==> config.mk <==
export PLATFORM = sky130hd
export DESIGN_NAME = sd_dac_mc
export DESIGN_NICKNAME = d
export VERILOG_FILES = /design/src/rtl/sd_dac_pkg.sv /design/src/rtl/sd_mod_ch.sv /design/src/rtl/sd_dac_mc.sv
export SDC_FILE = /design/constraint.sdc
export NUM_CORES = 1
export LEC_CHECK = 0
export CORE_MARGIN = 2
export CORE_UTILIZATION = 36
export DETAILED_ROUTE_END_ITERATION = 7
export PLACE_DENSITY = 0.53
export SLEW_MARGIN = 5
export SYNTH_ARGS = -nofsm -noshare
export SYNTH_HDL_FRONTEND = slang
export SYNTH_SLANG_ARGS = --single-unit
==> constraint.sdc <==
create_clock -name clk_i -period 3.4 [get_ports clk_i]
set_input_delay 0.85 -clock clk_i [delete_from_list [all_inputs] [get_ports clk_i]]
set_output_delay 0.85 -clock clk_i [all_outputs]
set_load 0.1 [all_outputs]
==> src/rtl/sd_dac_pkg.sv <==
// -----------------------------------------------------------------------------
// sd_dac_pkg
// Shared constants and helpers for the multi-channel sigma-delta DAC:
//   - dither LFSR tap mask, seed and next-state function
//   - legal modulator orders
//   - clamp limit of the second-order loop input
// No ports (package).
// -----------------------------------------------------------------------------
package sd_dac_pkg;

    // Dither LFSR: 16-bit Fibonacci, taps 16,14,13,11 (bits 15,13,12,10).
    localparam int unsigned LFSR_W    = 32'd16;
    localparam logic [15:0] LFSR_TAPS = 16'hB400;
    localparam logic [15:0] LFSR_SEED = 16'hACE1;

    // Legal modulator orders.
    typedef enum int {
        ORD_1 = 32'sd1,
        ORD_2 = 32'sd2
    } order_e;

    // Shift left, feed back the XOR of the tapped bits into bit 0.
    function automatic logic [15:0] lfsr_next(input logic [15:0] s);
        return {s[14:0], ^(s & LFSR_TAPS)};
    endfunction

    // Second-order loop input limit: 2^(bw-1) - 2^(bw-3) keeps the
    // integrators bounded well inside their widths.
    function automatic int clamp_lim(input int bw);
        return (32'sd1 <<< (bw - 32'sd1)) - (32'sd1 <<< (bw - 32'sd3));
    endfunction

endpackage

==> src/rtl/sd_mod_ch.sv <==
// -----------------------------------------------------------------------------
// sd_mod_ch
// One channel of the sigma-delta modulator (order 1 or 2, chosen by ORDER).
// Ports:
//   clk_i   - clock, rising edge
//   rst_i   - asynchronous active-high reset
//   en_i    - modulation enable; state cleared and output 0 while low
//   smp_i   - active signed sample (BW bits)
//   dith_i  - +1 LSB dither added to the sample before the first integrator
//   dac_o   - registered 1-bit modulator output
// -----------------------------------------------------------------------------
module sd_mod_ch
    import sd_dac_pkg::*;
#(
    parameter int BW    = 14,
    parameter int ORDER = 1
) (
    input  logic          clk_i,
    input  logic          rst_i,
    input  logic          en_i,
    input  logic [BW-1:0] smp_i,
    input  logic          dith_i,
    output logic          dac_o
);

    logic dac_r;

    assign dac_o = dac_r;

    generate
        if (ORDER == ORD_2) begin : g_order2
            localparam int W1 = BW + 2;
            localparam int W2 = BW + 4;
            localparam logic signed [BW-1:0] LIM_P = BW'(clamp_lim(BW));
            localparam logic signed [BW-1:0] LIM_N = -LIM_P;
            // Feedback magnitude 2^(BW-1) at each integrator width.
            localparam logic signed [W1-1:0] FB1 = {2'b00, 1'b1, {(BW-1){1'b0}}};
            localparam logic signed [W2-1:0] FB2 = {4'b0000, 1'b1, {(BW-1){1'b0}}};

            logic signed [BW-1:0] x_s;
            logic signed [BW-1:0] x_cl_s;
            logic signed [W1-1:0] xd_s;
            logic signed [W1-1:0] fb1_s;
            logic signed [W1-1:0] i1_r;
            logic signed [W1-1:0] i1_nxt_s;
            logic signed [W2-1:0] fb2_s;
            logic signed [W2-1:0] i2_r;
            logic signed [W2-1:0] i2_nxt_s;

            // Clamp the sample, add dither and compute both integrator updates.
            always_comb begin
                x_s = $signed(smp_i);
                if (x_s > LIM_P) begin
                    x_cl_s = LIM_P;
                end else if (x_s < LIM_N) begin
                    x_cl_s = LIM_N;
                end else begin
                    x_cl_s = x_s;
                end
                xd_s = W1'(x_cl_s) + $signed({{(W1-1){1'b0}}, dith_i});
                if (dac_r) begin
                    fb1_s = FB1;
                    fb2_s = FB2;
                end else begin
                    fb1_s = -FB1;
                    fb2_s = -FB2;
                end
                i1_nxt_s = i1_r + xd_s - fb1_s;
                i2_nxt_s = i2_r + W2'(i1_nxt_s) - fb2_s;
            end

            // Integrator state and comparator output; cleared while disabled.
            always_ff @(posedge clk_i or posedge rst_i) begin
                if (rst_i) begin
                    i1_r  <= '0;
                    i2_r  <= '0;
                    dac_r <= 1'b0;
                end else if (!en_i) begin
                    i1_r  <= '0;
                    i2_r  <= '0;
                    dac_r <= 1'b0;
                end else begin
                    i1_r  <= i1_nxt_s;
                    i2_r  <= i2_nxt_s;
                    dac_r <= ~i2_nxt_s[W2-1];
                end
            end
        end else begin : g_order1
            localparam logic [BW-1:0] MSB_MASK = {1'b1, {(BW-1){1'b0}}};

            logic [BW-1:0] acc_r;
            logic [BW:0]   sum_s;

            // Offset-binary sample (sign bit flipped) plus dither into the accumulator.
            always_comb begin
                sum_s = {1'b0, acc_r} + {1'b0, smp_i ^ MSB_MASK} + {{BW{1'b0}}, dith_i};
            end

            // Accumulator; its carry out is the output bit. Cleared while disabled.
            always_ff @(posedge clk_i or posedge rst_i) begin
                if (rst_i) begin
                    acc_r <= '0;
                    dac_r <= 1'b0;
                end else if (!en_i) begin
                    acc_r <= '0;
                    dac_r <= 1'b0;
                end else begin
                    acc_r <= sum_s[BW-1:0];
                    dac_r <= sum_s[BW];
                end
            end
        end
    endgenerate

endmodule

==> src/rtl/sd_dac_mc.sv <==
// -----------------------------------------------------------------------------
// sd_dac_mc
// Multi-channel sigma-delta DAC with a one-deep pending sample buffer that is
// transferred to the active register once per OSR-cycle frame.
// Optional feature: define SD_DAC_DITHER_EN to add LFSR dither (+1 LSB,
// channel k uses LFSR bit k mod 16). Without it no LFSR is built.
// Ports:
//   clk_i        - clock, rising edge
//   rst_i        - asynchronous active-high reset
//   en_i         - modulation enable (frame counter and modulators)
//   smp_valid_i  - sample vector valid
//   smp_ready_o  - pending buffer free
//   smp_i        - CH signed samples, channel k at [k*BW +: BW]
//   dac_o        - registered 1-bit output per channel
//   frame_o      - one-cycle pulse following each frame wrap
//   underrun_o   - one-cycle pulse with frame_o when the wrap found no sample
// -----------------------------------------------------------------------------
module sd_dac_mc
    import sd_dac_pkg::*;
#(
    parameter int BW    = 14,
    parameter int CH    = 2,
    parameter int OSR   = 64,
    parameter int ORDER = 1
) (
    input  logic             clk_i,
    input  logic             rst_i,
    input  logic             en_i,
    input  logic             smp_valid_i,
    output logic             smp_ready_o,
    input  logic [CH*BW-1:0] smp_i,
    output logic [CH-1:0]    dac_o,
    output logic             frame_o,
    output logic             underrun_o
);

    localparam int            CW      = $clog2(OSR);
    localparam logic [CW-1:0] CNT_MAX = CW'(OSR - 32'sd1);
    localparam logic [CW-1:0] CNT_ONE = {{(CW-1){1'b0}}, 1'b1};

    logic [CW-1:0]    cnt_r;
    logic [CH*BW-1:0] pend_r;
    logic [CH*BW-1:0] act_r;
    logic             pend_full_r;
    logic             frame_r;
    logic             underrun_r;
    logic             wrap_s;
    logic             accept_s;
    logic [CH-1:0]    dith_s;
    logic [CH-1:0]    dac_s;

    assign smp_ready_o = ~pend_full_r;
    assign frame_o     = frame_r;
    assign underrun_o  = underrun_r;
    assign dac_o       = dac_s;

    // Frame wrap and sample handshake decode.
    always_comb begin
        wrap_s   = en_i & (cnt_r == CNT_MAX);
        accept_s = smp_valid_i & ~pend_full_r;
    end

    // Frame counter: counts through one frame while enabled, parked at 0 otherwise.
    always_ff @(posedge clk_i or posedge rst_i) begin
        if (rst_i) begin
            cnt_r <= '0;
        end else if (!en_i || wrap_s) begin
            cnt_r <= '0;
        end else begin
            cnt_r <= cnt_r + CNT_ONE;
        end
    end

    // Sample buffers: a wrap with a full buffer transfers; otherwise an accept
    // fills pending (including on an empty-buffer wrap, which then underruns).
    always_ff @(posedge clk_i or posedge rst_i) begin
        if (rst_i) begin
            pend_r      <= '0;
            act_r       <= '0;
            pend_full_r <= 1'b0;
        end else if (wrap_s && pend_full_r) begin
            act_r       <= pend_r;
            pend_full_r <= 1'b0;
        end else if (accept_s) begin
            pend_r      <= smp_i;
            pend_full_r <= 1'b1;
        end else begin
            pend_full_r <= pend_full_r;
        end
    end

    // Frame and underrun strobes, registered from the wrap cycle.
    always_ff @(posedge clk_i or posedge rst_i) begin
        if (rst_i) begin
            frame_r    <= 1'b0;
            underrun_r <= 1'b0;
        end else begin
            frame_r    <= wrap_s;
            underrun_r <= wrap_s & ~pend_full_r;
        end
    end

`ifdef SD_DAC_DITHER_EN
    logic [LFSR_W-1:0] lfsr_r;

    // Dither LFSR; advances only while modulating.
    always_ff @(posedge clk_i or posedge rst_i) begin
        if (rst_i) begin
            lfsr_r <= LFSR_SEED;
        end else if (en_i) begin
            lfsr_r <= lfsr_next(lfsr_r);
        end else begin
            lfsr_r <= lfsr_r;
        end
    end

    // Channel k takes LFSR bit k mod 16.
    always_comb begin
        dith_s = '0;
        for (int k = 0; k < CH; k++) begin
            dith_s[k] = lfsr_r[k % LFSR_W];
        end
    end
`else
    assign dith_s = {CH{1'b0}};
`endif

    for (genvar k = 0; k < CH; k++) begin : g_ch
        sd_mod_ch #(
            .BW    (BW),
            .ORDER (ORDER)
        ) u_mod (
            .clk_i  (clk_i),
            .rst_i  (rst_i),
            .en_i   (en_i),
            .smp_i  (act_r[k*BW +: BW]),
            .dith_i (dith_s[k]),
            .dac_o  (dac_s[k])
        );
    end

endmodule

Yosys cells after proc, flatten, opt, wreduce, memory -nomap -nowiden
Cells that the tools add are included. W data, S select, Z words.

Muxes and demuxes: 7. Bitwise logic cells: 7. Eq/ne operators: 1. $add $sub $neg: 3. Reductions and logical operators: 5.

Operators by type and width (count): $add A14 B14 Y15 (2); $mux W14 (2); $add A6 B1 Y6 const B (1); $eq A6 B6 Y1 const B (1); $mux W6 (1); $mux W1 (4); $not A1 Y1 (4); $and A1 B1 Y1 (3); $reduce_and A2 Y1 (1); $reduce_bool A2 Y1 (1); $logic_and A1 B1 Y1 (1); $logic_not A1 Y1 (1); $logic_or A1 B1 Y1 (1).

Word-level logic and storage cells: 33. Register bits: 95.

Logic depth before layout (Yosys ltp)
Depth in word-level cells: 5. Mapped depth: 8.

By module
Synthesis repeated with hierarchy kept, for this count alone.

Cells, all modules: 392. Area total of the unflattened synthesis: 4710.8 µm².

By module, submodules not included: sd_dac_mc (sequential area each 1626.6 µm², cells each 156, instances 1, area an instance 2473.6 µm²); sd_mod_ch (sequential area each 375.4 µm², cells each 118, instances 2, area an instance 1118.6 µm²).

Worst setup path after synthesis
Ideal clock, no wire load.

Kind: input port to flip-flop. Start: input port en_i. End: register act_r[17]. Slack: 1385 ps. Stages on the path: 7. Arrival: 1890 ps. Path through: clkbuf_2 > inv_1 > nor2_4 > nand2_2 > buf_6 > buf_6 > mux2_4.

Longest elaborated chain between the ends: 2.

Ends and longest elaborated chain: start, declared (RTL line sd_dac_mc.sv:28) `input logic en_i,`; $and A1 B1 Y1 (RTL line sd_dac_mc.sv:59) `wrap_s = en_i & (cnt_r == CNT_MAX);`; named net wrap_s (RTL line sd_dac_mc.sv:47) `logic wrap_s;`; $logic_and A1 B1 Y1 (RTL line sd_dac_mc.sv:81) `end else if (wrap_s && pend_full_r) begin`; end signal, assigned (RTL line sd_dac_mc.sv:82) `act_r <= pend_r;`; end, declared (RTL line sd_dac_mc.sv:43) `logic [CH*BW-1:0] act_r;`.

The timed path passes the listed nets, and every way through them passes these cells. A chain may end at the register's enable or synchronous reset.

Worst setup path in the final report
Start: input port en_i. End: register act_r[23].

Same word-level chain as after synthesis.

==> reports/results.txt <==
Vias in the first global route -> 3230
Ys async rst share -> 100.0%
# Post-CTS Setup Buffers -> 0
Syn Nets -> 457
Post-Synth XOR/XNOR Area -> 1.487%
Family with the most delay on the worst path -> simple AND/OR/NAND/NOR gates
NetSw -> 496.6 uW
Unique masters post-synth -> 46
Largest net degree at the start of global routing -> 57
Compound-Gate Fraction of Synth Area -> 11.28%
Final setup vio count -> 0
Clk pin slew, worst setup/hold paths -> 60 ps
First-pass GRT wire length -> 15.73 mm
Critical path data required time -> 3630 ps
Clk sinks -> 95
Worst-path cell chain -> clkdlybuf4s50_1, inv_1, nor2_4, nand2_2, mux2_4
F_max -> 439.2 MHz
Final hold viol count -> 0
Total CTS buffers -> 9
Die Height -> 118.4 microns
Placement Setup Slack -> 740.0 ps
Iteration-0 DRC count of the detailed router -> 160
Crit start category -> input pin
HPWL Detailed -> 6.041 mm
Switching fraction of total power -> 20.93%
Area Overhead vs Synth -> 17.92%
Cell count after synthesis -> 394
RePlAce Congestion -> 0.8329
Arrival time worst endpoint -> 2500 ps
Most used DFF post-synth -> dfrtp_1
Syn_area_per_cell -> 11.96 sq um
Die Wd -> 118.4 microns
RSZ-0062 raised after global routing -> false
Yosys Warn Count -> 0
Logic pwr share -> 5.7%
GR Util met2 -> 23.34%
Seq cells post-synth -> 95
Port Buffers -> 36
Vias -> 3050
Via-to-Cell Ratio -> 5.008
PostCTS Resize Cnt -> 0
Max-cap violations -> 0
Post-synth EDFFs -> 0
Nets -> 495
H-Tree Level Count -> 3
Dpl cells -> 593
Final max-slew violation count -> 0
Clk buf depth -> 2
Area share of fa/ha/maj cells after synthesis -> 8.548%
Tightest Pin Transition -> 851.4 ps
Mapped cell area -> 4713 sq um
Row count -> 41
Hold Crit Class -> flop to flop
DR pass1 iterations -> 4
Crit path buf inv count -> 2
Clock Power Share -> 43.9%
Sequential Power Share -> 50.5%
TritonCTS clock tree -> done
Critical path class -> input pin to flop
Leakage -> 2.791 nW
Met3 Use GR -> 4.681%
CTS root buf -> clkbuf_16
Critical Path Max Stage Delay -> 490 ps
I/O pin total -> 37
Routed len/inst -> 14.22 microns
Skew-Pair Late Insertion Delay -> 340 ps
Global routing's busiest layer -> met2
Multiplexer share of the synthesized area -> 15.16%
DRC -> 0
Commonest non-fill, non-tap cell in the layout -> dfrtp_1
Critical-path cell with the highest stage delay -> mux2_4
Worst Skew -> 4.604 ps
Antenna viol nets, final -> 0
Antenna violations before repair -> 0
Hold buffer count at CTS -> 0
Main combinational cell family by area after synthesis -> multiplexers
Internal power -> 1.876 mW
Synth Area in Simple Gates -> 10.14%
Outcome -> finished, final reports clean
Total track usage -> 14.06%
Peak fanout along the critical path -> 29
Final period utilization -> 66.96%
Fin cells -> 609
Worst vdd ir -> 0.2658 mV
Most frequent cells in the layout -> dfrtp_1, mux2_2, clkdlybuf4s50_1
WL final -> 8.659 mm
CP Capture Type -> flop
Initial Util -> 37.05%
Sequential share of the synthesized area -> 50.44%
Final min period -> 2277 ps
Total congestion overflow -> 0
Die Area -> 14020 sq um
Routing usage on met1 -> 17.35%
Pwr Density -> 426.9 nW/um^2
Ratio of cells with drive above 1 in the final layout -> 20.82%
Max_slew headroom -> 43.04%
Core box area -> 12720 sq um
Total negative slack -> 0 ps
Setup ws final -> 1123 ps
Ant diodes -> 0
[synthesized netlist by cell type, drive strengths merged (8+ instances only)]
cell type,instances,area (sq um)
a21o,13,97.59
o21ai,10,50.05
ha,29,362.9
buf,8,57.55
inv,15,56.30
mux2,56,664.4
nand3,9,45.04
a21oi,20,100.1
nor2,21,86.33
nor3,14,70.07
nand2,18,70.07
o21a,9,67.56
dfrtp,95,2377
[per-layer routing]
layer  share of wire (%)  wire length (microns)
met1                  46                   3946
met2                  49                   4262
met3                 3.8                    333
met4                 1.3                    116
met5                   0                      0
[flip-flops by register name (all words and copies together), names as in the netlist]
| register | flops |
|---|---|
| pend_r | 28 |
| cnt_r | 6 |
| act_r | 28 |
| pend_full_r | 1 |
| frame_o | 1 |
| underrun_o | 1 |
| g_ch.u_mod.g_order1.acc_r | 28 |
| g_ch.u_mod.dac_o | 2 |
[cell families (layout without fill, tap and decap cells)]
family / count (synthesis) / in the layout
adder cells (fa/ha/maj): 31 / 31
buffers and inverters: 29 / 72
XOR/XNOR: 8 / 8
AND/OR/NAND/NOR: 92 / 92
flip-flops: 95 / 95
multiplexers: 61 / 61
AO/OA/AOI/OAI: 78 / 78
[path summary, 6_finish.rpt]
| check | start | endpoint | slack (ps) | cells after the start |
|---|---|---|---|---|
| setup / recovery | en_i | act_r[23] | 1120 | 5 |
| setup reg to reg | cnt_r[0] | act_r[23] | 1280 | 6 |
| min in group asynchronous | rst_i | pend_r[0] | 750 | 2 |
| hold reg to reg | cnt_r[0] | cnt_r[0] | 460 | 1 |
| max in group asynchronous | rst_i | pend_r[21] | 2030 | 3 |
| hold / removal | cnt_r[0] | cnt_r[0] | 460 | 1 |
[worst register-to-register path: stages, from the launching register on]
cell     delay (ps)
dfrtp_1         370
ha_1            220
nand3_1          80
or2_4           260
nor2_4          100
nand2_2         480
mux2_4          500
[cell type report]
type                            instances  area [sq um]
Clock buffer                           13         270.3
Clock inverter                          3         40.04
Fill cell                            1242          7164
Inverter                               15         57.56
Multi-Input combinational cell        270          2200
Sequential cell                        95          2377
Tap cell                              172         215.2
Timing Repair Buffer                   41         397.9
[stage by stage]
step / hold slack [ps] / area [sq um] / power, mW / util [%]
global route: 503.8 / 5558 / 2.479 / 43.69
detailed placement: 452.3 / 5248 / 1.359 / 41.25
floorplan: 431.4 / 4713 / 1.292 / -
global placement: 451.0 / 5248 / 1.355 / 41.25
finish: 462.0 / 5558 / 2.373 / 43.69
CTS: 461.8 / 5558 / 2.419 / 43.69
[power groups by stage]
stage	clock network [mW]	logic, mW	registers (mW)
2_1_floorplan	0	0.0816	1.21
3_3_place_gp	0	0.136	1.22
3_5_place_dp	0	0.139	1.22
4_1_cts	1.08	0.140	1.20
5_1_grt	1.12	0.152	1.20
6_report	1.04	0.134	1.20
(Power assumes the default switching activity.)
